[src/rtl/mult_pkg.sv]
// Shared definitions for the sequential shift-add multiplier controller.
package mult_pkg;

    localparam int DEF_IN_WIDTH = 8;

    typedef enum logic [1:0] {
        IDLE = 2'd0,
        BUSY = 2'd1,
        DONE = 2'd2
    } state_t;

endpackage

[src/rtl/part_prod_row.sv]
// One partial-product row of the shift-add multiplier, purely combinational.
module part_prod_row
    import mult_pkg::*;
#(
    parameter int IN_WIDTH = DEF_IN_WIDTH,
    localparam int OUT_WIDTH = 2 * IN_WIDTH,
    localparam int CNT_W = $clog2(IN_WIDTH)
) (
    input  logic [IN_WIDTH-1:0]  op1,
    input  logic                 mul_bit,
    input  logic                 is_signed,
    input  logic                 last_row,
    input  logic [CNT_W-1:0]     row_idx,
    output logic [OUT_WIDTH-1:0] row
);

    logic [OUT_WIDTH-1:0] ext;
    logic [OUT_WIDTH-1:0] shifted;

    always_comb begin
        ext     = is_signed ? {{IN_WIDTH{op1[IN_WIDTH-1]}}, op1}
                            : {{IN_WIDTH{1'b0}}, op1};
        shifted = ext << row_idx;
        row     = '0;
        // The multiplier's sign bit carries weight -2^(N-1) in two's complement.
        if (mul_bit)
            row = (is_signed && last_row) ? -shifted : shifted;
    end

endmodule

[src/rtl/mult_seq_ctrl.sv]
// Sequential multiplier: accepts an operand pair, accumulates one row per cycle,
// then holds the product until the consumer takes it.
//
//   state | meaning
//   IDLE  | waiting for an operand pair, in_ready high
//   BUSY  | accumulating partial-product row cnt
//   DONE  | product valid, waiting for out_ready
module mult_seq_ctrl
    import mult_pkg::*;
#(
    parameter int IN_WIDTH = DEF_IN_WIDTH,
    localparam int OUT_WIDTH = 2 * IN_WIDTH,
    localparam int CNT_W = $clog2(IN_WIDTH)
) (
    input  logic                 clk,
    input  logic                 rst,
    input  logic                 in_valid,
    output logic                 in_ready,
    input  logic [IN_WIDTH-1:0]  op1,
    input  logic [IN_WIDTH-1:0]  op2,
    input  logic                 is_signed,
    output logic                 out_valid,
    input  logic                 out_ready,
    output logic [OUT_WIDTH-1:0] product,
    output logic                 busy
);

    state_t               state;
    logic [CNT_W-1:0]     cnt;
    logic [OUT_WIDTH-1:0] acc;
    logic [IN_WIDTH-1:0]  op1_q;
    logic [IN_WIDTH-1:0]  op2_q;
    logic                 signed_q;
    logic                 last_row;
    logic [OUT_WIDTH-1:0] row;

    assign last_row = (cnt == CNT_W'(IN_WIDTH - 1));

    part_prod_row #(.IN_WIDTH(IN_WIDTH)) u_row (
        .op1       (op1_q),
        .mul_bit   (op2_q[cnt]),
        .is_signed (signed_q),
        .last_row  (last_row),
        .row_idx   (cnt),
        .row       (row)
    );

    always_ff @(posedge clk or posedge rst) begin
        if (rst) begin
            state    <= IDLE;
            cnt      <= '0;
            acc      <= '0;
            op1_q    <= '0;
            op2_q    <= '0;
            signed_q <= 1'b0;
        end else begin
            case (state)
                IDLE: begin
                    if (in_valid) begin
                        op1_q    <= op1;
                        op2_q    <= op2;
                        signed_q <= is_signed;
                        acc      <= '0;
                        cnt      <= '0;
                        state    <= BUSY;
                    end
                end
                BUSY: begin
                    acc <= acc + row;
                    cnt <= cnt + CNT_W'(1);
                    if (last_row)
                        state <= DONE;
                end
                DONE: begin
                    if (out_ready)
                        state <= IDLE;
                end
                default: state <= IDLE;
            endcase
        end
    end

    // Handshake flags decode straight from state; the accumulator is the product.
    assign in_ready  = (state == IDLE);
    assign out_valid = (state == DONE);
    assign busy      = (state == BUSY);
    assign product   = acc;

endmodule

[config.mk]
export PLATFORM = sky130hd
export DESIGN_NAME = mult_seq_ctrl
export DESIGN_NICKNAME = d
export VERILOG_FILES = /design/src/rtl/mult_pkg.sv /design/src/rtl/part_prod_row.sv /design/src/rtl/mult_seq_ctrl.sv
export SDC_FILE = /design/constraint.sdc
export NUM_CORES = 1
export LEC_CHECK = 0
export BUFFER_PORTS_ARGS = -buffer_cell sky130_fd_sc_hd__clkbuf_2
export CORE_MARGIN = 2
export CORE_UTILIZATION = 45
export DETAILED_ROUTE_END_ITERATION = 8
export PLACE_DENSITY_LB_ADDON = 0.12
export SYNTH_ARGS = -nofsm -noshare
export SYNTH_HDL_FRONTEND = slang
export SYNTH_SLANG_ARGS = --single-unit
[constraint.sdc]
create_clock -name clk -period 11.79 [get_ports clk]
set_input_delay 1.179 -clock clk [delete_from_list [all_inputs] [get_ports clk]]
set_output_delay 1.179 -clock clk [all_outputs]
set_load 0.005 [all_outputs]
==> summary.md, run 1 <==
| Metric | Value |
|---|---|
| Syn_area_per_cell | `8.29 um2` |
| Maximum clock insertion buffer count | `2` |
| Initial antenna violation count | `0` |
| Fin nets | `445` |
| Die area | `0.00765 mm2` |
| R2R setup slack | `roughly 6.7 ns` |
| Chip height | `87.5 um` |
| F_max | `198 MHz` |
| Post-CTS sizing | `0` |
| Clk_lat worst skew | `0.30 ns` |
| # port buffers | `39` |
| Vias in the first global route | `2677` |
| DRC Markers | `0` |
| RSZ-0062 raised after global routing | `no` |
| Synth unique cells | `59` |
| Crit path DAT | `between 5 and 6 ns` |
| Number of synthesized flops with an enable pin | `0` |
| Post-route insts no fill | `486` |
| P per Cell Area | `between 300 and 400 mW/mm2` |
| Clock sink count | `38` |
| Via/cell ratio | `5.60` |
| Slew Limit Fails | `0` |
| CP Capture Type | `flip-flop` |
| Layout cells sized above 1 | `17.7%` |
| Final Cycle Share | `42.8%` |
| Post-Syn Instances | `378` |
| Pin count of the biggest net entering global routing | `39` |
| Setup CP Type | `flip-flop to flip-flop` |
| Number of hold buffers added after cts | `0` |
| First-pass DRT Iterations | `4` |
| Peak VDD IR | `0.000138 V` |
| Skew final | `0.00488 ns` |
| DRT iter0 DRCs | `161` |
| Status | `finished, final reports clean` |
| GRT overflow | `0` |
| Post-placement cell count | `478` |
| # setup viols final | `0` |
| Synthesized area | `0.00314 mm2` |
| Final Total Pwr | `1.04 mW` |
| Routed len/inst | `14.2 um` |
| RD Place Congestion | `slightly above 0.8` |
| Via count | `~2700` |
| Relative slew margins | `between 20% and 30%` |
| Worst-Margin Slew | `about 1.1 ns` |
| Fillers | `680` |
| Yosys warning total | `0` |
| Sequential share of the synthesized area | `30.3%` |
| Global Route Usage Sum | `19.8%` |
| TritonCTS buffer count | `5` |
| CP Data Required Time | `12.01 ns` |
| CTS tree | `built` |
| Tmin final | `5.04 ns` |
| H-tree depth | `2` |
| Dpl hpwl | `slightly above 5000 um` |
| Clock root buffer | `clkbuf_8` |
| Final hold vios | `0` |
| Ys async rst share | `100%` |
| Crit-path max FO | `26` |
| Setup tns final | `0 ns` |
| Die Wd | `87.5 um` |
| Synth Register Bits | `38` |
| Ant. Diodes | `0` |
| Syn_nets | `roughly 420` |
| First-pass GRT wire length | `between 10000 and 15000 um` |
| # IOs | `40` |
| Worst Hold Class | `flip-flop to flip-flop` |
| Postcts setup bufs | `0` |
| Cell Rows | `30` |
| Maxcap violations | `0` |
| Clock transition at path regs | `0.08 ns` |
| CP Launch Type | `flip-flop` |
| Final WL | `6900 um` |
| Area grow syn2layout | `9.82%` |
| Leakage | `1.63 nW` |
| Final ANT Viol Nets | `0` |
| Initial Utilization | `46.4%` |
| Core area | `0.00676 mm2` |
| Ys flop type | `dfrtp_1` |
Yosys cell counts (8+ instances only):
| master | count | area, um2 |
|---|---|---|
| dfrtp_1 | 38 | 951 |
| nor2_1 | 25 | 93.8 |
| xor2_1 | 13 | 114 |
| a21oi_1 | 16 | 80.1 |
| inv_1 | 8 | 30.0 |
| ha_1 | 18 | 225 |
| nand3_1 | 17 | 85.1 |
| clkbuf_1 | 11 | 41.3 |
| nand2b_1 | 10 | 62.6 |
| nand2_1 | 75 | 282 |
| o21ai_0 | 23 | 115 |
| and3_1 | 8 | 50.1 |
worst max-delay path, stage by stage, from the launching register on:
cell	delay [ns]
dfrtp_1	0.95
mux4_2	0.62
mux2i_1	0.87
a21oi_1	0.19
fa_1	0.48
a21o_1	0.17
a21oi_1	0.21
nor2_1	0.06
o21ai_1	0.26
a211oi_1	0.17
or4_1	0.51
a311o_1	0.38
o211ai_1	0.09
stage by stage:
stage | setup slack (ns) | hold slack, ns | util (%) | area [um2]
floorplan | 7.98 | 0.440 | - | 3140
global placement | 6.82 | 0.465 | 49.6 | 3350
detailed placement | 6.71 | 0.469 | 49.6 | 3350
CTS | 6.69 | 0.491 | 51.0 | 3440
global route | 6.29 | 0.529 | 51.0 | 3440
finish | 6.75 | 0.489 | 51.0 | 3440
flip-flops by register name (all words and copies together) (netlist names):
signal and cells:
product 16, op1_q 8, op2_q 8, cnt 3, state 2, signed_q 1
final cells by class:
cell class | instances | area, um2 | area share (%)
clock buffer | 5 | 68.8 | 2.00
inverter | 9 | 33.8 | 0.981
tap | 80 | 100 | 2.91
timing repair buffer | 42 | 218 | 6.32
sequential | 38 | 951 | 27.6
multi-input combinational | 309 | 2050 | 59.6
clock inverter | 3 | 21.3 | 0.618
where the power goes:
group	total [mW]	internal, mW	leakage, nW	switching (mW)
clock	0.0938	0.0416	0.0441	0.0521
sequential	0.280	0.191	0.476	0.0893
combinational	0.662	0.302	1.11	0.360
logic make-up (layout without fill, tap and decap cells):
| kind of cell | Yosys count | count (layout) | synth area share (%) |
|---|---|---|---|
| fa+ha+maj | 19 | 19 | 7.82 |
| simple gates | 166 | 166 | 24.7 |
| xor+xnor | 20 | 20 | 5.59 |
| flops | 38 | 38 | 30.3 |
| compound gates | 89 | 89 | 19.6 |
| buf+inv | 31 | 59 | 4.27 |
| mux | 15 | 15 | 7.62 |
layout by cell type, fill, tap and decap left out, types with 4 or more instances in the layout:
master | netlist | layout
nand2b_1 | 10 | 10
xnor2_1 | 7 | 7
clkbuf_2 | 0 | 39
a211oi_1 | 4 | 4
nand3_1 | 17 | 17
a21boi_0 | 4 | 4
clkbuf_8 | 0 | 5
nor2b_1 | 7 | 7
o21ai_0 | 23 | 23
ha_1 | 18 | 18
mux4_2 | 7 | 7
xor2_1 | 13 | 13
dfrtp_1 | 38 | 38
nand2_1 | 75 | 75
a31oi_1 | 6 | 6
o31ai_1 | 6 | 6
nand3b_1 | 4 | 4
inv_1 | 8 | 8
a21oi_1 | 16 | 16
and2_1 | 4 | 4
and3_1 | 8 | 8
mux2i_1 | 7 | 7
nor2_1 | 25 | 25
or2_2 | 6 | 6
metal layers:
layer | GRT usage [%] | part of all wire [%] | up-vias | wire [um]
met5 | 0 | 0 | - | 0
met4 | 5.17 | 1.3 | 0 | 87
met3 | 3.13 | 2.5 | 7 | 170
met2 | 34.2 | 48 | 42 | 3330
met1 | 25.6 | 48 | 1277 | 3310
li1 | - | - | 1394 | -
worst paths after layout:
| check | depth (start not counted) | end | from |
|---|---|---|---|
| max in group asynchronous | 3 | signed_q | rst |
| min | 2 | op2_q[2] | op2_q[2] |
| max | 12 | product[14] | cnt[0] |
| min reg2reg | 2 | op2_q[2] | op2_q[2] |
| max reg2reg | 12 | product[14] | cnt[0] |
| min in group asynchronous | 3 | product[3] | rst |
Note: power is estimated with default switching activity, not from simulation.
==> run 2: changes to the inputs <==
- ABC_AREA: not set -> 1
- clock period: 11.79 -> 4.5 ns (I/O delays scaled with it)
==> run 2 against run 1 <==
Register-to-register slack got worse by 6.4 ns. Cell count rose by 15%. Fmax rose by 23%. Critical path type unchanged. Largest power group unchanged.
==> summary.md, run 2 <==
| Metric | Value |
|---|---|
| Tmin final | `4.10 ns (was 5.04 ns)` |
| # IOs | `40 (unchanged)` |
| Setup tns final | `0 ns (unchanged)` |
| Post-Syn Instances | `442 (was 378)` |
| Crit-path max FO | `17 (was 26)` |
| Syn_area_per_cell | `7.10 um2 (was 8.29 um2)` |
| Die Wd | `87.5 um (about the same)` |
| Crit path DAT | `4.30 ns (was 5.26 ns)` |
| Syn_nets | `482 (was 418)` |
| Via count | `2904 (was 2720)` |
| Met3 Use GR | `3.03% (was 3.13%)` |
| Maxcap violations | `0 (unchanged)` |
| Grt met2 use | `32.0% (was 34.2%)` |
| Ant. Diodes | `0 (unchanged)` |
| Worst Hold Class | `input pin to asynchronous set/reset pin (was flip-flop to flip-flop)` |
| Initial Utilization | `46.5% (was 46.4%)` |
| Ys flop type | `dfrtp_1 (unchanged)` |
| Post-synth top area cell | `dfrtp_1 (unchanged)` |
| TritonCTS buffer count | `5 (unchanged)` |
| Worst reg2reg path depth | `20 (was 12)` |
| Slew Limit Fails | `0 (unchanged)` |
| Max reg flops | `16 (unchanged)` |
| Postcts setup bufs | `0 (unchanged)` |
| Slowest-stage cell, CP | `dfrtp_1 (unchanged)` |
| RD Place Congestion | `0.929 (was 0.818)` |
| Synth cell count leaders | `nand2_1 (137), dfrtp_1 (38), o21ai_0 (38) (was nand2_1 (75), dfrtp_1 (38), nor2_1 (25))` |
| Via/cell ratio | `5.18 (was 5.60)` |
| Area share of the largest cell type after synthesis | `30.3% (about the same)` |
| Final worst setup slack | `0.397 ns (was 6.75 ns)` |
| First-pass DRT Iterations | `4 (unchanged)` |
| Synth area leaders | `dfrtp_1 (30%), nand2_1 (16%), ha_1 (7.2%), o21ai_0 (6.1%), a21oi_1 (5.1%) (was dfrtp_1 (30%), nand2_1 (9.0%), ha_1 (7.2%), mux4_2 (5.0%), o21ai_0 (3.7%))` |
| Area grow syn2layout | `9.57% (was 9.82%)` |
| Post-CTS sizing | `0 (unchanged)` |
| DRC Markers | `0 (unchanged)` |
| Initial antenna violation count | `0 (unchanged)` |
| Final WL | `7430 um (was 6900 um)` |
| Cell Rows | `30 (unchanged)` |
| Global Route Usage Sum | `21.0% (was 19.8%)` |
| CP peak stage delay | `0.62 ns (was 0.95 ns)` |
| Met1 usage | `31.6% (was 25.6%)` |
| Setup CP Type | `flip-flop to flip-flop (unchanged)` |
| Layout cells sized above 1 | `21.0% (was 17.7%)` |
| Synth Register Bits | `38 (unchanged)` |
| Maximum clock insertion buffer count | `2 (unchanged)` |
| Critical Path Most Common Cell | `nand2_1 (was a21oi_1)` |
| CP Capture Type | `flip-flop (unchanged)` |
| Core area | `0.00676 mm2 (unchanged)` |
| Cell chain of the critical path | `ha_1, ha_1, nand2_1, clkinv_1, nand2_1, o21ai_2, o21ai_0, a21oi_1, ha_1, inv_1, nor3_1, a21oi_1, o21ai_0, nand3_1, nand2_1, nand3_1, nand2_1, a21oi_1, o21ai_0, nand2_1 (was mux4_2, mux2i_1, a21oi_1, fa_1, a21o_1, a21oi_1, nor2_1, o21ai_1, a211oi_1, or4_1, a311o_1, o211ai_1)` |
| Synthesized area | `0.00314 mm2 (about the same)` |
| Worst-Margin Slew | `0.645 ns (was 1.09 ns)` |
| Status | `finished, final reports clean (unchanged)` |
| Relative slew margins | `57.0% (was 25.1%)` |
| Busiest grt layer | `met2 (unchanged)` |
| Worst hold margin | `0.233 ns (was 0.489 ns)` |
| CTS tree | `built (unchanged)` |
| Final hold vios | `0 (unchanged)` |
| GRT overflow | `0 (unchanged)` |
| Pin count of the biggest net entering global routing | `39 (unchanged)` |
| RSZ-0062 raised after global routing | `no (unchanged)` |
| Clock transition at path regs | `0.09 ns (was 0.08 ns)` |
| Synth unique cells | `43 (was 59)` |
| Fin nets | `520 (was 445)` |
| P per Cell Area | `862 mW/mm2 (was 301 mW/mm2)` |
| # setup viols final | `0 (unchanged)` |
| Clk_lat worst skew | `0.30 ns (about the same)` |
| Peak VDD IR | `0.000381 V (was 0.000138 V)` |
| Number of synthesized flops with an enable pin | `0 (unchanged)` |
| Sequential share of the synthesized area | `30.3% (about the same)` |
| Final ANT Viol Nets | `0 (unchanged)` |
| Clock sink count | `38 (unchanged)` |
| DRT iter0 DRCs | `161 (unchanged)` |
| Commonest non-fill, non-tap cell in the layout | `nand2_1 (unchanged)` |
| Vias in the first global route | `2745 (was 2677)` |
| F_max | `244 MHz (was 198 MHz)` |
| Design Area, Final | `0.00344 mm2 (about the same)` |
| Pre-CTS WS | `0.447 ns (was 6.71 ns)` |
| CP Launch Type | `flip-flop (unchanged)` |
| Leakage | `1.84 nW (was 1.63 nW)` |
| Routed len/inst | `13.2 um (was 14.2 um)` |
| Chip height | `87.5 um (about the same)` |
| Placed inst area | `0.00334 mm2 (was 0.00335 mm2)` |
| Skew final | `0.00925 ns (was 0.00488 ns)` |
| Yosys warning total | `0 (unchanged)` |
| # port buffers | `39 (unchanged)` |
| Number of hold buffers added after cts | `0 (unchanged)` |
| Dpl hpwl | `5800 um (was 5070 um)` |
| CP Data Required Time | `4.70 ns (was 12.01 ns)` |
| Final Cycle Share | `91.2% (was 42.8%)` |
| First-pass GRT wire length | `12900 um (was 12200 um)` |
| Ys async rst share | `100% (unchanged)` |
| Most instantiated library cell after synthesis | `nand2_1 (unchanged)` |
| Clock root buffer | `clkbuf_8 (unchanged)` |
| H-tree depth | `2 (unchanged)` |
| Die area | `0.00766 mm2 (was 0.00765 mm2)` |
| Final Total Pwr | `2.96 mW (was 1.04 mW)` |
| Most frequent cells in the layout | `nand2_1 (137), clkbuf_2 (39), o21ai_0 (38), dfrtp_1 (38), inv_1 (35) (was nand2_1 (75), clkbuf_2 (39), dfrtp_1 (38), nor2_1 (25), o21ai_0 (23))` |
-- run 2: path summary, 6_finish.rpt --
path                                     to  slack (ns)      start
worst max-delay path            product[14]        0.40     cnt[0]
worst min-delay path            product[14]        0.23        rst
worst max register to register  product[14]        0.40     cnt[0]
worst min register to register     op2_q[4]        0.49   op2_q[4]
max in group asynchronous          op1_q[0]        3.92        rst
min in group clk                   state[1]        0.33  out_ready
-- run 2: report_power, final --
group | total, mW | switching (mW) | internal [mW]
clock | 0.267 | 0.141 | 0.126
combinational | 2.04 | 1.29 | 0.746
sequential | 0.659 | 0.153 | 0.506
total | 2.96 | 1.59 | 1.38
-- run 2: layout make-up --
cell class	count	area [um2]
fillers	686	3320
multi-input cells	348	1880
flip-flops and latches	38	951
repair buffers	46	248
inverters	41	159
well taps	80	100
clock buffers	6	82.6
clock inverters	2	16.3
-- run 2: per-layer routing --
| layer | vias to the layer above | share of wire, % | routed length, um |
|---|---|---|---|
| li1 | 1532 | - | - |
| met1 | 1307 | 53 | 3900 |
| met2 | 59 | 43 | 3160 |
| met3 | 6 | 4.0 | 298 |
| met4 | 0 | 0.89 | 66 |
| met5 | - | 0 | 0 |
-- run 2: metrics by stage --
| stage | util [%] | cells |
|---|---|---|
| floorplan | - | 442 |
| global placement | 49.4 | 553 |
| detailed placement | 49.4 | 553 |
| CTS | 50.9 | 561 |
| global route | 50.9 | 561 |
| finish | 50.9 | 561 |
-- run 2: logic make-up after synthesis --
| logic type | count (synthesis) | synth area share, % |
|---|---|---|
| and+or+nand+nor | 235 | 35.0 |
| AOI/OAI and AO/OA | 87 | 15.3 |
| buffers and inverters | 56 | 9.72 |
| DFF | 38 | 30.3 |
| adders and majority gates | 19 | 7.81 |
| xor gates and xnor gates | 7 | 1.95 |
-- run 2: critical path: cells and delay by family (launching register included) --
kind,cells,cell delay [ns]
AOI/OAI and AO/OA,7,0.87
adders and majority gates,3,0.86
buffers and inverters,2,0.44
DFF,1,0.62
and+or+nand+nor,8,1.17
==> run 3: changes to the inputs <==
- CORE_MARGIN: 2 -> 4
- CORE_UTILIZATION: 45 -> 40
==> run 3 against run 2 <==
Global-route usage down 2.8 points. Sequential share of layout area fell by 0.49 points. Register-to-register slack better by 0.40 ns. Hold slack better by 0.0090 ns. Via count increased by 0.45%. Flip-flop and latch count is the same. Critical endpoint unchanged. Largest cell class unchanged. Highest routed layer unchanged.
==> summary.md, run 3 (synthesized netlist as in run 2, its figures left out) <==
| Metric | Value |
|---|---|
| Maxcap violations | `0 (unchanged)` |
| Fillers | `816 (was 686)` |
| Setup tns final | `0 ns (unchanged)` |
| Fin nets | `519 (was 520)` |
| Chip height | `96.6 um (was 87.5 um)` |
| Initial Utilization | `40.8% (was 46.5%)` |
| Clock transition at path regs | `0.08 ns (was 0.09 ns)` |
| Worst-Margin Slew | `0.556 ns (was 0.645 ns)` |
| First-pass DRT Iterations | `4 (unchanged)` |
| Ant. Diodes | `0 (unchanged)` |
| # setup viols final | `0 (unchanged)` |
| # IOs | `40 (unchanged)` |
| Relative slew margins | `62.8% (was 57.0%)` |
| Peak VDD IR | `0.000321 V (was 0.000381 V)` |
| Area grow syn2layout | `11.7% (was 9.57%)` |
| Layout cells sized above 1 | `21.5% (was 21.0%)` |
| Via/cell ratio | `5.01 (was 5.18)` |
| Power share of the combinational group | `66.5% (was 68.7%)` |
| Cell Rows | `32 (was 30)` |
| Reg2reg start | `cnt[0] (unchanged)` |
| Max reg flops | `16 (unchanged)` |
| Commonest non-fill, non-tap cell in the layout | `nand2_1 (unchanged)` |
| Worst Path Buf+Inv | `2 (unchanged)` |
| Share of power burned in registers | `21.8% (was 22.2%)` |
| TritonCTS buffer count | `5 (unchanged)` |
| R2R setup slack | `0.80 ns (was 0.40 ns)` |
| Cell chain of the critical path | `ha_1, ha_1, nand2_2, clkinvlp_4, nand2_1, o21ai_2, o21ai_0, a21oi_1, ha_1, inv_1, nor3_1, a21oi_1, o21ai_0, nand3_1, nand2_1, nand3_1, nand2_1, a21oi_1, o21ai_0, nand2_1 (was ha_1, ha_1, nand2_1, clkinv_1, nand2_1, o21ai_2, o21ai_0, a21oi_1, ha_1, inv_1, nor3_1, a21oi_1, o21ai_0, nand3_1, nand2_1, nand3_1, nand2_1, a21oi_1, o21ai_0, nand2_1)` |
| Clk network pwr share | `11.7% (was 9.0%)` |
| Pin count of the biggest net entering global routing | `39 (unchanged)` |
| Critical Path Most Common Cell | `nand2_1 (unchanged)` |
| Worst reg2reg path depth | `20 (unchanged)` |
| GRT overflow | `0 (unchanged)` |
| Dpl hpwl | `6050 um (was 5800 um)` |
| Net Sw Power | `1.59 mW (about the same)` |
| Status | `finished, final reports clean (unchanged)` |
| H-tree depth | `2 (unchanged)` |
| Number of hold buffers added after cts | `0 (unchanged)` |
| Core area | `0.00769 mm2 (was 0.00676 mm2)` |
| CP Capture Type | `flip-flop (unchanged)` |
| Global Route Usage Sum | `18.2% (was 21.0%)` |
| Maximum clock insertion buffer count | `2 (unchanged)` |
| Final Cycle Share | `82.3% (was 91.2%)` |
| CP peak stage delay | `0.55 ns (was 0.62 ns)` |
| # port buffers | `39 (unchanged)` |
| Worst Hold Class | `input pin to asynchronous set/reset pin (unchanged)` |
| Most frequent cells in the layout | `nand2_1 (136), clkbuf_2 (39), o21ai_0 (38), dfrtp_1 (37), inv_1 (35) (was nand2_1 (137), clkbuf_2 (39), o21ai_0 (38), dfrtp_1 (38), inv_1 (35))` |
| P_int | `1.47 mW (was 1.38 mW)` |
| Worst reg2reg path endpoint | `product[14] (unchanged)` |
| Vias in the first global route | `2796 (was 2745)` |
| Reg area | `952 um2 (was 951 um2)` |
| Sw frac | `51.9% (was 53.5%)` |
| CP Launch Type | `flip-flop (unchanged)` |
| Area of the multi-input gates | `0.00189 mm2 (was 0.00188 mm2)` |
| CTS tree | `built (unchanged)` |
| Leakage | `1.85 nW (was 1.84 nW)` |
| Final WL | `7680 um (was 7430 um)` |
| DRT iter0 DRCs | `124 (was 161)` |
| F_max | `270 MHz (was 244 MHz)` |
| Slowest-stage cell, CP | `dfrtp_2 (was dfrtp_1)` |
| RD Place Congestion | `0.874 (was 0.929)` |
| Skew final | `0.00386 ns (was 0.00925 ns)` |
| RSZ-0062 raised after global routing | `no (unchanged)` |
| Crit path DAT | `3.89 ns (was 4.30 ns)` |
| Via count | `2917 (was 2904)` |
| Final hold vios | `0 (unchanged)` |
| Die area | `0.00933 mm2 (was 0.00766 mm2)` |
| DRC Markers | `0 (unchanged)` |
| Initial antenna violation count | `0 (unchanged)` |
| Final worst setup slack | `0.796 ns (was 0.397 ns)` |
| CP top delay family | `simple AND/OR/NAND/NOR gates (unchanged)` |
| Die Wd | `96.6 um (was 87.5 um)` |
| Routed len/inst | `13.2 um (about the same)` |
| Final ANT Viol Nets | `0 (unchanged)` |
| Tmin final | `3.70 ns (was 4.10 ns)` |
| Pre-CTS WS | `0.419 ns (was 0.447 ns)` |
| Clock sink count | `38 (unchanged)` |
| CP Data Required Time | `4.69 ns (was 4.70 ns)` |
| P per Cell Area | `871 mW/mm2 (was 862 mW/mm2)` |
| Slew Limit Fails | `0 (unchanged)` |
| Crit-path max FO | `17 (unchanged)` |
| Clk_lat worst skew | `0.29 ns (was 0.30 ns)` |
| Clock root buffer | `clkbuf_8 (unchanged)` |
| Setup CP Type | `flip-flop to flip-flop (unchanged)` |
| First-pass GRT wire length | `13500 um (was 12900 um)` |
run 3: power by group through the flow:
stage	combinational [mW]	clock [mW]	sequential (mW)
4_1_cts	2.04	0.368	0.663
3_3_place_gp	2.04	0	0.665
6_report	2.03	0.358	0.665
3_5_place_dp	2.03	0	0.669
2_1_floorplan	1.66	0	0.623
5_1_grt	2.34	0.385	0.691
run 3: through the flow:
stage,hold slack (ns),power (mW),std cells,instance area [um2],utilization (%)
6_report,0.242,3.05,582,3510,45.6
5_1_grt,0.288,3.42,582,3510,45.6
4_1_cts,0.260,3.07,582,3500,45.5
3_5_place_dp,0.470,2.69,574,3360,43.7
3_3_place_gp,0.468,2.71,574,3360,43.7
2_1_floorplan,0.444,2.28,442,3140,-
run 3: worst register-to-register path: stages, from the launching register on:
cell        delay [ns]
dfrtp_2           0.55
ha_1              0.26
ha_1              0.22
nand2_2           0.23
clkinvlp_4        0.26
nand2_1           0.15
o21ai_2           0.08
o21ai_0           0.15
a21oi_1           0.06
ha_1              0.33
inv_1             0.08
nor3_1            0.20
a21oi_1           0.12
o21ai_0           0.32
nand3_1           0.12
nand2_1           0.11
nand3_1           0.07
nand2_1           0.08
a21oi_1           0.06
o21ai_0           0.09
nand2_1           0.06
run 3: worst max-delay path by stage:
stage,depth (start not counted),start,slack [ns],end
3_5_place_dp,20,cnt[0],0.42,product[14]
3_3_place_gp,21,cnt[0],0.54,product[15]
4_1_cts,20,cnt[0],0.40,product[14]
2_1_floorplan,24,cnt[0],1.38,product[13]
6_report,20,cnt[0],0.80,product[14]
5_1_grt,23,cnt[0],0.25,product[14]
run 3: per-layer routing:
metal | global-route usage (%) | part of all wire, % | vias up
met5 | 0 | 0 | -
met4 | 4.56 | 1.1 | 0
met3 | 2.87 | 4.2 | 9
met2 | 27.9 | 43 | 60
met1 | 26.8 | 51 | 1320
li1 | - | - | 1528
run 3: repair_timing:
| item | CTS | global route |
|---|---|---|
| setup endpoints to repair | 0 | 2 |
| setup buffers | 0 | 0 |
| gates resized for setup | 0 | 3 |
run 3: cell type report:
type	instances	area share, %
multi-input cells	348	53.8
flip-flops and latches	38	27.2
repair buffers	45	6.85
inverters	41	4.64
well taps	102	3.64
clock buffers	5	1.96
clock inverters	3	1.96
